### src/rtl/id_ex_register.sv
// Decode-to-execute pipeline register with multi-beat vector sequencing.
// Optional flush/bubble counter enabled by defining IDEX_BUBBLE_COUNT_EN.
module id_ex_register #(
  parameter int unsigned WIDTH     = 32,
  parameter int unsigned VEC_BEATS = 4
) (
  input  logic                         clk,
  input  logic                         rst,
  input  logic                         StallE,
  input  logic                         FlushE,
  input  logic                         PCSrcD,
  input  logic                         RegWriteD,
  input  logic                         MemtoRegD,
  input  logic                         MemWriteD,
  input  logic [2:0]                   ALUControlD,
  input  logic                         ALUSelD,
  input  logic                         BranchD,
  input  logic                         ALUSrcD,
  input  logic [1:0]                   FlagWriteD,
  input  logic [WIDTH-1:0]             RD1D,
  input  logic [WIDTH-1:0]             RD2D,
  input  logic [WIDTH-1:0]             ExtImmD,
  input  logic [3:0]                   WA3D,
  output logic                         PCSrcE,
  output logic                         RegWriteE,
  output logic                         MemtoRegE,
  output logic                         MemWriteE,
  output logic [2:0]                   ALUControlE,
  output logic                         ALUSelE,
  output logic                         BranchE,
  output logic                         ALUSrcE,
  output logic [1:0]                   FlagWriteE,
  output logic [WIDTH-1:0]             RD1E,
  output logic [WIDTH-1:0]             RD2E,
  output logic [WIDTH-1:0]             ExtImmE,
  output logic [3:0]                   WA3E,
  output logic [$clog2(VEC_BEATS)-1:0] BeatE,
  output logic                         LastBeatE,
  output logic                         Stuck,
  output logic [15:0]                  BubbleCount
);

  localparam int unsigned BEAT_W = $clog2(VEC_BEATS);
  localparam logic [BEAT_W-1:0] LAST_BEAT = BEAT_W'(VEC_BEATS - 1);

  typedef enum logic {IDLE, VEC} state_e;

  state_e             state_q, state_d;
  logic [BEAT_W-1:0]  beat_q, beat_d;
  logic               pcsrc_q, pcsrc_d;
  logic               regwrite_q, regwrite_d;
  logic               memtoreg_q, memtoreg_d;
  logic               memwrite_q, memwrite_d;
  logic [2:0]         aluctrl_q, aluctrl_d;
  logic               alusel_q, alusel_d;
  logic               branch_q, branch_d;
  logic               alusrc_q, alusrc_d;
  logic [1:0]         flagwrite_q, flagwrite_d;
  logic [WIDTH-1:0]   rd1_q, rd1_d;
  logic [WIDTH-1:0]   rd2_q, rd2_d;
  logic [WIDTH-1:0]   extimm_q, extimm_d;
  logic [3:0]         wa3_q, wa3_d;

  always_ff @(posedge clk or negedge rst) begin
    if (!rst) begin
      state_q     <= IDLE;
      beat_q      <= '0;
      pcsrc_q     <= 1'b0;
      regwrite_q  <= 1'b0;
      memtoreg_q  <= 1'b0;
      memwrite_q  <= 1'b0;
      aluctrl_q   <= '0;
      alusel_q    <= 1'b0;
      branch_q    <= 1'b0;
      alusrc_q    <= 1'b0;
      flagwrite_q <= '0;
      rd1_q       <= '0;
      rd2_q       <= '0;
      extimm_q    <= '0;
      wa3_q       <= '0;
    end else begin
      state_q     <= state_d;
      beat_q      <= beat_d;
      pcsrc_q     <= pcsrc_d;
      regwrite_q  <= regwrite_d;
      memtoreg_q  <= memtoreg_d;
      memwrite_q  <= memwrite_d;
      aluctrl_q   <= aluctrl_d;
      alusel_q    <= alusel_d;
      branch_q    <= branch_d;
      alusrc_q    <= alusrc_d;
      flagwrite_q <= flagwrite_d;
      rd1_q       <= rd1_d;
      rd2_q       <= rd2_d;
      extimm_q    <= extimm_d;
      wa3_q       <= wa3_d;
    end
  end

  // Next state: flush beats stall; a vector op holds its payload until its last beat.
  always_comb begin
    state_d     = state_q;
    beat_d      = beat_q;
    pcsrc_d     = pcsrc_q;
    regwrite_d  = regwrite_q;
    memtoreg_d  = memtoreg_q;
    memwrite_d  = memwrite_q;
    aluctrl_d   = aluctrl_q;
    alusel_d    = alusel_q;
    branch_d    = branch_q;
    alusrc_d    = alusrc_q;
    flagwrite_d = flagwrite_q;
    rd1_d       = rd1_q;
    rd2_d       = rd2_q;
    extimm_d    = extimm_q;
    wa3_d       = wa3_q;
    if (FlushE) begin
      state_d     = IDLE;
      beat_d      = '0;
      pcsrc_d     = 1'b0;
      regwrite_d  = 1'b0;
      memtoreg_d  = 1'b0;
      memwrite_d  = 1'b0;
      aluctrl_d   = '0;
      alusel_d    = 1'b0;
      branch_d    = 1'b0;
      alusrc_d    = 1'b0;
      flagwrite_d = '0;
      rd1_d       = '0;
      rd2_d       = '0;
      extimm_d    = '0;
      wa3_d       = '0;
    end else if (!StallE) begin
      if (state_q == IDLE || beat_q == LAST_BEAT) begin
        state_d     = ALUSelD ? VEC : IDLE;
        beat_d      = '0;
        pcsrc_d     = PCSrcD;
        regwrite_d  = RegWriteD;
        memtoreg_d  = MemtoRegD;
        memwrite_d  = MemWriteD;
        aluctrl_d   = ALUControlD;
        alusel_d    = ALUSelD;
        branch_d    = BranchD;
        alusrc_d    = ALUSrcD;
        flagwrite_d = FlagWriteD;
        rd1_d       = RD1D;
        rd2_d       = RD2D;
        extimm_d    = ExtImmD;
        wa3_d       = WA3D;
      end else begin
        beat_d = beat_q + BEAT_W'(1);
      end
    end
  end

  assign PCSrcE      = pcsrc_q;
  assign RegWriteE   = regwrite_q;
  assign MemtoRegE   = memtoreg_q;
  assign MemWriteE   = memwrite_q;
  assign ALUControlE = aluctrl_q;
  assign ALUSelE     = alusel_q;
  assign BranchE     = branch_q;
  assign ALUSrcE     = alusrc_q;
  assign FlagWriteE  = flagwrite_q;
  assign RD1E        = rd1_q;
  assign RD2E        = rd2_q;
  assign ExtImmE     = extimm_q;
  assign WA3E        = wa3_q;
  assign BeatE       = beat_q;
  assign LastBeatE   = (state_q == IDLE) || (beat_q == LAST_BEAT);
  assign Stuck       = (state_q == VEC) && (beat_q != LAST_BEAT);

`ifdef IDEX_BUBBLE_COUNT_EN
  logic [15:0] bubble_q, bubble_d;

  // Saturating count of flush-inserted bubbles.
  always_comb begin
    bubble_d = bubble_q;
    if (FlushE && bubble_q != 16'hFFFF) bubble_d = bubble_q + 16'd1;
  end

  always_ff @(posedge clk or negedge rst) begin
    if (!rst) bubble_q <= '0;
    else      bubble_q <= bubble_d;
  end

  assign BubbleCount = bubble_q;
`else
  assign BubbleCount = '0;
`endif

endmodule
### config.mk
export PLATFORM = sky130hd
export DESIGN_NAME = id_ex_register
export DESIGN_NICKNAME = d
export VERILOG_FILES = /design/src/rtl/id_ex_register.sv
export SDC_FILE = /design/constraint.sdc
export NUM_CORES = 1
export LEC_CHECK = 0
export CAP_MARGIN = 20
export CORE_ASPECT_RATIO = 0.6
export CORE_MARGIN = 8
export CORE_UTILIZATION = 42
export CTS_CLUSTER_SIZE = 30
export DETAILED_ROUTE_END_ITERATION = 10
export GPL_ROUTABILITY_DRIVEN = 0
export PLACE_DENSITY_LB_ADDON = 0.25
export SLEW_MARGIN = 20
export SYNTH_ARGS = -nofsm -noshare
export SYNTH_HDL_FRONTEND = slang
export SYNTH_SLANG_ARGS = --single-unit
### constraint.sdc
create_clock -name clk -period 1.85 [get_ports clk]
set_clock_uncertainty 0.2 [all_clocks]
set_input_delay 0.4625 -clock clk [delete_from_list [all_inputs] [get_ports clk]]
set_output_delay 0.4625 -clock clk [all_outputs]
set_load 0.005 [all_outputs]
# ---- Word level (Yosys, flattened, before mapping)
# Cells that the tools add are included.
dict set report word_totals {
  inputBits 116
  elab_cells 70
  ff_bits 115
  output_inout_bits 132
}
dict set report classes {
  n_mux 46
  bitwise_logic 1
  add_sub_neg 1
  n_eq_ne 3
  n_reduce_logical 4
}
# cell n
set op_table {}
lappend op_table {{two-way mux 32 bit} 9}
lappend op_table {{two-way mux 1 bit} 25}
lappend op_table {{two-way mux 2 bit} 6}
lappend op_table {{two-way mux 4 bit} 3}
lappend op_table {{two-way mux 3 bit} 3}
lappend op_table {{adder 2 x 1 -> 2 bit (second input constant)} 1}
lappend op_table {{== test 2 bit (second input constant)} 1}
lappend op_table {{inequality test 2 x 1 -> 1 bit (second input constant)} 1}
lappend op_table {{inequality test 2 bit (second input constant)} 1}
lappend op_table {{AND reduction 2 bit} 1}
lappend op_table {{nonzero test 2 bit} 1}
lappend op_table {{logical AND 1 bit} 1}
lappend op_table {{logical OR 1 bit} 1}
lappend op_table {{NOT 1 bit} 1}

# ---- Longest topological paths before layout
# Gate-level depths: netlist of the first run.
dict set report depth {
  depth_word 5
  ltp_mapped 7
  depth_no_buf 5
}

# ---- Worst setup path after synthesis of the first run
# Ideal clock, no wire load.
dict set report synth_timing {
  kind {register to output}
  startpoint {reg beat_q[0], in the netlist BeatE[0]}
  endpoint {out Stuck}
  slack_ns 0.123
  arrival_ns 1.064
  stages_incl_launch_ff 5
  t_required_ns 1.187
  cell_sequence {dfrtp_1 ha_1 nor2b_4 buf_6 buf_6}
}
dict set report synth_between {
  elab_chain_cells 2
}
# element line_no
set synth_rtl {}
lappend synth_rtl {{start: declaration} 49} ;# logic [BEAT_W-1:0] beat_q, beat_d;
lappend synth_rtl {{start signal: assignment} 83} ;# beat_q <= beat_d;
lappend synth_rtl {{inequality test 2 bit} 171} ;# assign Stuck = (state_q == VEC) && (beat_q != LAST_BEAT);
lappend synth_rtl {{logical AND 1 bit} 171}
lappend synth_rtl {{end: declaration} 39} ;# output logic Stuck,
# No other way between the ends.

# ---- Worst setup path after layout of the first run
dict set report layout_timing {
  startpoint {reg beat_q[1], in the netlist BeatE[1]}
  endpoint {out LastBeatE}
}
dict set report layout_between {
  elab_chain_cells 2
}
# element line_no
set layout_rtl {}
lappend layout_rtl {{== test 2 bit} 170} ;# assign LastBeatE = (state_q == IDLE) || (beat_q == LAST_BEAT);
lappend layout_rtl {{logical OR 1 bit} 170}
lappend layout_rtl {{end: declaration} 38} ;# output logic LastBeatE,
# No other way between the ends.

==> summary.txt, run 1 <==
Status
  – Status: finished, violations left
  – Failing checks: negative setup slack

Final layout
  – Antenna fix cells: 0
  – Area delta synth->final: 62.55%
  – # fillers: 971
  – Share of layout cells above drive strength 1: 10.27%
  – Nets: 883
  – Fin util: 70.68%

STA
  – Final hold violation count: 0
  – Achievable frequency: 506.0 MHz
  – Worst setup margin: -126.2 ps
  – Period utilization: 106.8%
  – Hold Slack: 241.3 ps
  – RSZ-0062 raised after global routing: yes
  – Pins Over Slew Limit: 0
  – Setup violators final: 59
  – Post-layout min period: 1976 ps

Global routing
  – Gr usage total: 22.66%
  – Total global routing overflow: 0
  – Largest net degree at the start of global routing: 83
  – First-pass GRT wire length: 29600 um
  – Vias in the first global route: 5249
  – Antenna violations before repair: 0

Worst setup path
  – CP max FO: 3
  – CP required: 1190 ps
  – Arr. time, crit path: 1310 ps
  – CP Launch Type: flop
  – Worst Path Buf+Inv: 2
  – Worst setup EP type: output port
  – Critical-path cell list: ha_4, nor2b_4, inv_4, buf_6
  – Critical path launch point: BeatE[1]
  – CP top delay family: flip-flops
  – WS Path Type: reg2out
  – Slowest cell on the critical path: dfrtp_1
  – Slowest stage delay, CP: 410 ps
  – Worst R2R Start: BeatE[1]

Placement
  – PortBufs: 231
  – DP HPWL: 11610 um
  – Place WS: -125.7 ps

Yosys
  – Yosys top cell area share: 53.70%
  – Avg Cell Area, Syn: 9.856 um^2
  – Share of flip-flops with an asynchronous set or reset: 100.0%
  – Mapped Cells: 539
  – Leading area contributor after synthesis: dfrtp_1
  – Top post-synthesis cells by count: a21oi_1 (114), dfrtp_1 (114), nand3b_1 (112)
  – Netlist cell types: 19
  – Yosys synthesis warning count: 0
  – Register area share after synthesis: 53.70%
  – Top cells by area, synth: dfrtp_1 (54%), nand3b_1 (16%), a21oi_1 (11%)
  – Synth Register Bits: 114
  – Ys flop type: dfrtp_1
  – EDFF count, synth: 0
  – Post-Syn Area: 5313 um^2

Die
  – Die H: 103.1 um
  – Die Footprint: 16620 um^2
  – # rows: 31
  – IO Count: 248
  – CORE AREA: 12220 um^2
  – Die width: 161.2 um
  – Initial Utilization: 43.48%

Detailed routing
  – Via count: 5142
  – Metal1 wirelength: 8622 um
  – Via density: 5.447
  – Initial DRT Pass Iterations: 5
  – Drt drc: 0
  – Top layer in use: met4
  – Iter 0 DRT Violations: 336
  – Met2 routed wirelength: 9587 um
  – Drt wl/cell: 21.57 um
  – Routed length on met3: 1936 um
  – WL final: 20370 um
  – Routed Antenna Nets: 0

Clock network
  – Clk sink count: 114
  – Clk root buf: clkbuf_16
  – Worst-Skew Late Latency: 400 ps
  – Htree depth: 4
  – CTS Buffer Depth: 2
  – Clock slew at reported path FFs: 50 ps
  – CTS tree: done
  – CTS Buf Count: 17

Min path
  – Hold Path Class: in2reg
  – Min-delay src: StallE

Power
  – Pwr Density: 837.6 nW/um^2
  – Max IR drop VDD: 583.4 uV
  – Lkg Pwr: 4.004 nW

Run
  – Max-Cap Viols: 0
==> cell families (layout without fill, tap and decap cells) <==
group | after synthesis | count (layout) | share of synthesized area, %
other | 1 | 16 | 0.07059
buffers and inverters | 80 | 305 | 8.243
AO/OA/AOI/OAI | 226 | 226 | 21.29
flip-flops | 114 | 114 | 53.70
adder cells (fa/ha/maj) | 1 | 1 | 0.2355
AND/OR/NAND/NOR | 117 | 117 | 16.46
==> layout by cell type (no fill, tap or decap), types with 3 or more instances in the layout <==
cell type        count
buf_12              11
clkdlybuf4s50_1    112
buf_8                3
buf_4               14
buf_16               5
dfrtp_1            114
o21ai_0             51
o21ai_1             61
clkbuf_16           22
nand3b_1           112
dlygate4sd2_1      112
conb_1              16
a21oi_1            113
bufbuf_16            3
clkinv_2             4
clkbuf_8             4
==> per-layer routing <==
metal	global-route usage [%]	up-vias
li1	-	2350
met1	27.46	2544
met2	36.89	230
met3	10.05	18
met4	5.237	0
met5	0	-
==> power by group <==
group          switching [mW]  internal (mW)  leakage [nW]  total, mW
combinational           0.575          0.676          2.18       1.25
sequential             0.0694           2.64          1.53       2.71
clock                    1.16           2.12         0.289       3.28
==> worst min-delay path: stages <==
cell and delay (ps):
buf_4 190, nand2_1 80, a21oi_1 60
==> final cells by class <==
cell class	instances	area, um^2	share of cell area, %
clock inverters	9	103.9	1.203
clock buffers	23	488.0	5.651
well taps	165	206.4	2.391
flip-flops and latches	114	2853	33.03
inverters	2	10.01	0.1159
multi-input cells	360	2095	24.25
repair buffers	271	2880	33.35
==> through the flow <==
| step | cell area (um^2) | std cells | TNS, ps | power (mW) |
|---|---|---|---|---|
| finish | 8636 | 944 | -2254 | 7.233 |
| global route | 8636 | 944 | -8196 | 7.514 |
| CTS | 8386 | 930 | -299.0 | 7.170 |
| detailed placement | 7679 | 889 | -5101 | 3.887 |
| global placement | 7679 | 889 | -1852 | 3.859 |
| floorplan | 5369 | 554 | 0 | 3.191 |
==> what timing repair did <==
item | 4_1_cts | 5_1_grt
hold endpoints to repair | 22 | 0
setup buffers | 2 | 10
gates cloned | 7 | 7
pin swaps | 1 | 78
gates resized for setup | 136 | 26
hold buffers | 1 | 0
endpoints found under the setup margin | 225 | 108
==> worst paths after layout <==
check	end	slack [ps]	cells past startpoint
hold reg to reg	RD1E[25]	330	2
max in group asynchronous	WA3E[1]	540	3
min in group asynchronous	RD2E[6]	340	2
setup / recovery	LastBeatE	-130	4
setup reg to reg	RD2E[10]	-80	10
hold / removal	BeatE[1]	240	3
==> flip-flops by register name, summed over array words and instances, names as in the netlist <==
name	count
MemtoRegE	1
RD1E	32
RegWriteE	1
WA3E	4
RD2E	32
MemWriteE	1
PCSrcE	1
BranchE	1
ExtImmE	32
BeatE	2
ALUControlE	3
ALUSelE	1
ALUSrcE	1
FlagWriteE	2
(Power assumes the default switching activity.)
==> run 2, diff against run 1 <==
--- a/config.mk
+++ b/config.mk
@@ -8,7 +8,7 @@
 export CAP_MARGIN = 20
 export CORE_ASPECT_RATIO = 0.6
 export CORE_MARGIN = 8
-export CORE_UTILIZATION = 42
+export CORE_UTILIZATION = 38
 export CTS_CLUSTER_SIZE = 30
 export DETAILED_ROUTE_END_ITERATION = 10
 export GPL_ROUTABILITY_DRIVEN = 0
==> constraint.sdc (replaced) <==
create_clock -name clk -period 1.8 [get_ports clk]
set_clock_uncertainty 0.2 [all_clocks]
set_input_delay 0.45 -clock clk [delete_from_list [all_inputs] [get_ports clk]]
set_output_delay 0.45 -clock clk [all_outputs]
set_load 0.005 [all_outputs]
==> run 2 against run 1 <==
Flip-flop and latch count unchanged. Highest routed layer unchanged. Utilization fell by 8.3 points. Final area down 1.2%. The run still ends with negative setup slack left. Register-to-register slack better by 30 ps. Final cell count grew 1.8%.
==> summary.txt, run 2 (synthesized netlist as in run 1, its figures left out) <==
Global routing
  – Gr usage total: 19.89% (-2.8 points)
  – Largest net degree at the start of global routing: 74 (-11%)
  – First-pass GRT wire length: 28610 um (-3.3%)
  – Antenna violations before repair: 0 (unchanged)
  – Vias in the first global route: 5040 (-4.0%)
  – Total global routing overflow: 0 (unchanged)

Worst setup path
  – CP required: 1150 ps (-40 ps)
  – FF-to-FF setup slack: -50 ps (+30 ps)
  – WS Path Type: reg2out
  – Worst setup EP type: output port
  – Arr. time, crit path: 1310 ps (about the same)
  – CP max FO: 3 (unchanged)
  – CP Launch Type: flop

Power
  – Comb power frac: 15.5% (-1.8 points)
  – Pwr Density: 901.1 nW/um^2 (+7.6%)
  – Sw Share: 23.86% (-1.1 points)
  – Clock power share: 48.3% (+3.0 points)
  – Max IR drop VDD: 657.8 uV (+13%)
  – Sequential power share: 36.2% (-1.2 points)
  – Pint: 5.852 mW (+7.8%)
  – Lkg Pwr: 3.924 nW (-2.0%)
  – Net switching power: 1.834 mW (+1.7%)

Die
  – CORE AREA: 13670 um^2 (+12%)
  – # rows: 33 (+6.5%)
  – Initial Utilization: 38.87% (-4.6 points)
  – Die H: 107.6 um (+4.3%)
  – IO Count: 248 (unchanged)
  – Die Footprint: 18140 um^2 (+9.2%)
  – Die width: 168.6 um (+4.6%)

Detailed routing
  – Via density: 5.230 (-4.0%)
  – Iter 0 DRT Violations: 438 (+30%)
  – Drt wl/cell: 19.72 um (-8.6%)
  – Routed Antenna Nets: 0 (unchanged)
  – Drt drc: 0 (unchanged)
  – WL final: 18950 um (-6.9%)
  – Via count: 5026 (-2.3%)
  – Initial DRT Pass Iterations: 5 (unchanged)

Final layout
  – Area delta synth->final: 60.55%
  – Nets: 873 (-1.1%)
  – Share of layout cells above drive strength 1: 9.493% (-0.78 points)
  – Antenna fix cells: 0 (unchanged)
  – Most frequent cells in the layout: dfrtp_1 (114), nand3b_1 (112), clkdlybuf4s50_1 (112)
  – Fin util: 62.41% (-8.3 points)
  – Most common cell after layout, fill and taps aside: dfrtp_1
  – Design area: 8529 um^2 (-1.2%)

STA
  – Final hold violation count: 0 (unchanged)
  – RSZ-0062 raised after global routing: yes
  – Setup violators final: 17 (-71%)
  – Pins Over Slew Limit: 0 (unchanged)
  – Achievable frequency: 511.4 MHz
  – Final TNS setup: -898.3 ps (+1355 ps)
  – Post-layout min period: 1955 ps
  – Worst setup margin: -155.4 ps (-29.18 ps)
  – Period utilization: 108.6%

Placement
  – Place WS: -209.5 ps (-83.87 ps)
  – Placed Area: 7700 um^2 (+0.28%)
  – PortBufs: 231 (unchanged)
  – DP HPWL: 12000 um (+3.4%)

Status
  – Failing checks: negative setup slack
  – Status: finished, violations left

Clock network
  – Clock slew at reported path FFs: 60 ps (about the same)
  – CTS tree: done
  – CTS Buffer Depth: 2 (unchanged)
  – Worst-Skew Late Latency: 390 ps (about the same)
  – Clk sink count: 114 (unchanged)
  – Clk root buf: clkbuf_16
  – Htree depth: 4 (unchanged)
  – CTS Buf Count: 17 (unchanged)

Min path
  – Hold Path Class: in2async

Run
  – Max-Cap Viols: 0 (unchanged)
==> run 2: path summary, 6_finish.rpt <==
check	start	endpoint	depth (start not counted)
setup / recovery	BeatE[1]	LastBeatE	4
hold / removal	rst	RD1E[3]	2
min in group clk	StallE	BeatE[1]	3
max in group asynchronous	rst	RD1E[12]	3
setup reg to reg	BeatE[1]	ExtImmE[1]	8
hold reg to reg	RD1E[24]	RD1E[24]	2
==> run 2: routing by layer <==
| metal | track usage [%] | vias to the layer above | wire (um) |
|---|---|---|---|
| met5 | 0 | - | 0 |
| met4 | 5.644 | 0 | 221 |
| met3 | 7.177 | 14 | 1724 |
| met2 | 31.44 | 224 | 8713 |
| met1 | 25.43 | 2463 | 8291 |
| li1 | - | 2325 | - |
==> run 2: cell type report <==
| cell class | instances | area (um^2) |
|---|---|---|
| inverters | 2 | 10.01 |
| flip-flops and latches | 114 | 2853 |
| multi-input cells | 360 | 2092 |
| repair buffers | 261 | 2683 |
| well taps | 192 | 240.2 |
| clock inverters | 12 | 205.2 |
| fillers | 1135 | 5137 |
| clock buffers | 20 | 446.7 |
==> run 2: worst max-delay path: stages, from the launching register on <==
cell	delay, ps
dfrtp_1	380
ha_2	210
nor2b_4	170
inv_4	50
buf_6	110
==> run 2: power groups by stage <==
| stage | Combinational, mW | Sequential, mW | Clock (mW) |
|---|---|---|---|
| after floorplan | 0.447 | 2.83 | 0 |
| after global placement | 1.15 | 2.82 | 0 |
| after detailed placement | 1.17 | 2.83 | 0 |
| after CTS | 1.16 | 2.78 | 3.77 |
| after global routing | 1.29 | 2.80 | 3.88 |
| final | 1.19 | 2.78 | 3.71 |
==> run 2: repair_timing <==
| action | 4_1_cts | 5_1_grt |
|---|---|---|
| gates resized for setup | 143 | 14 |
| cloned | 4 | 2 |
| hold buffers | 1 | 0 |
| setup buffers | 6 | 1 |
| setup endpoints to repair | 189 | 84 |
| endpoints found under the hold margin | 45 | 0 |
| pin swaps | 0 | 1 |
==> run 2: metrics by stage <==
step	hold WS, ps	std cells	power (mW)
2_1_floorplan	-45.59	554	3.279
3_3_place_gp	95.17	916	3.978
3_5_place_dp	98.29	916	4.003
4_1_cts	207.0	958	7.718
5_1_grt	237.0	961	7.975
6_report	222.0	961	7.686
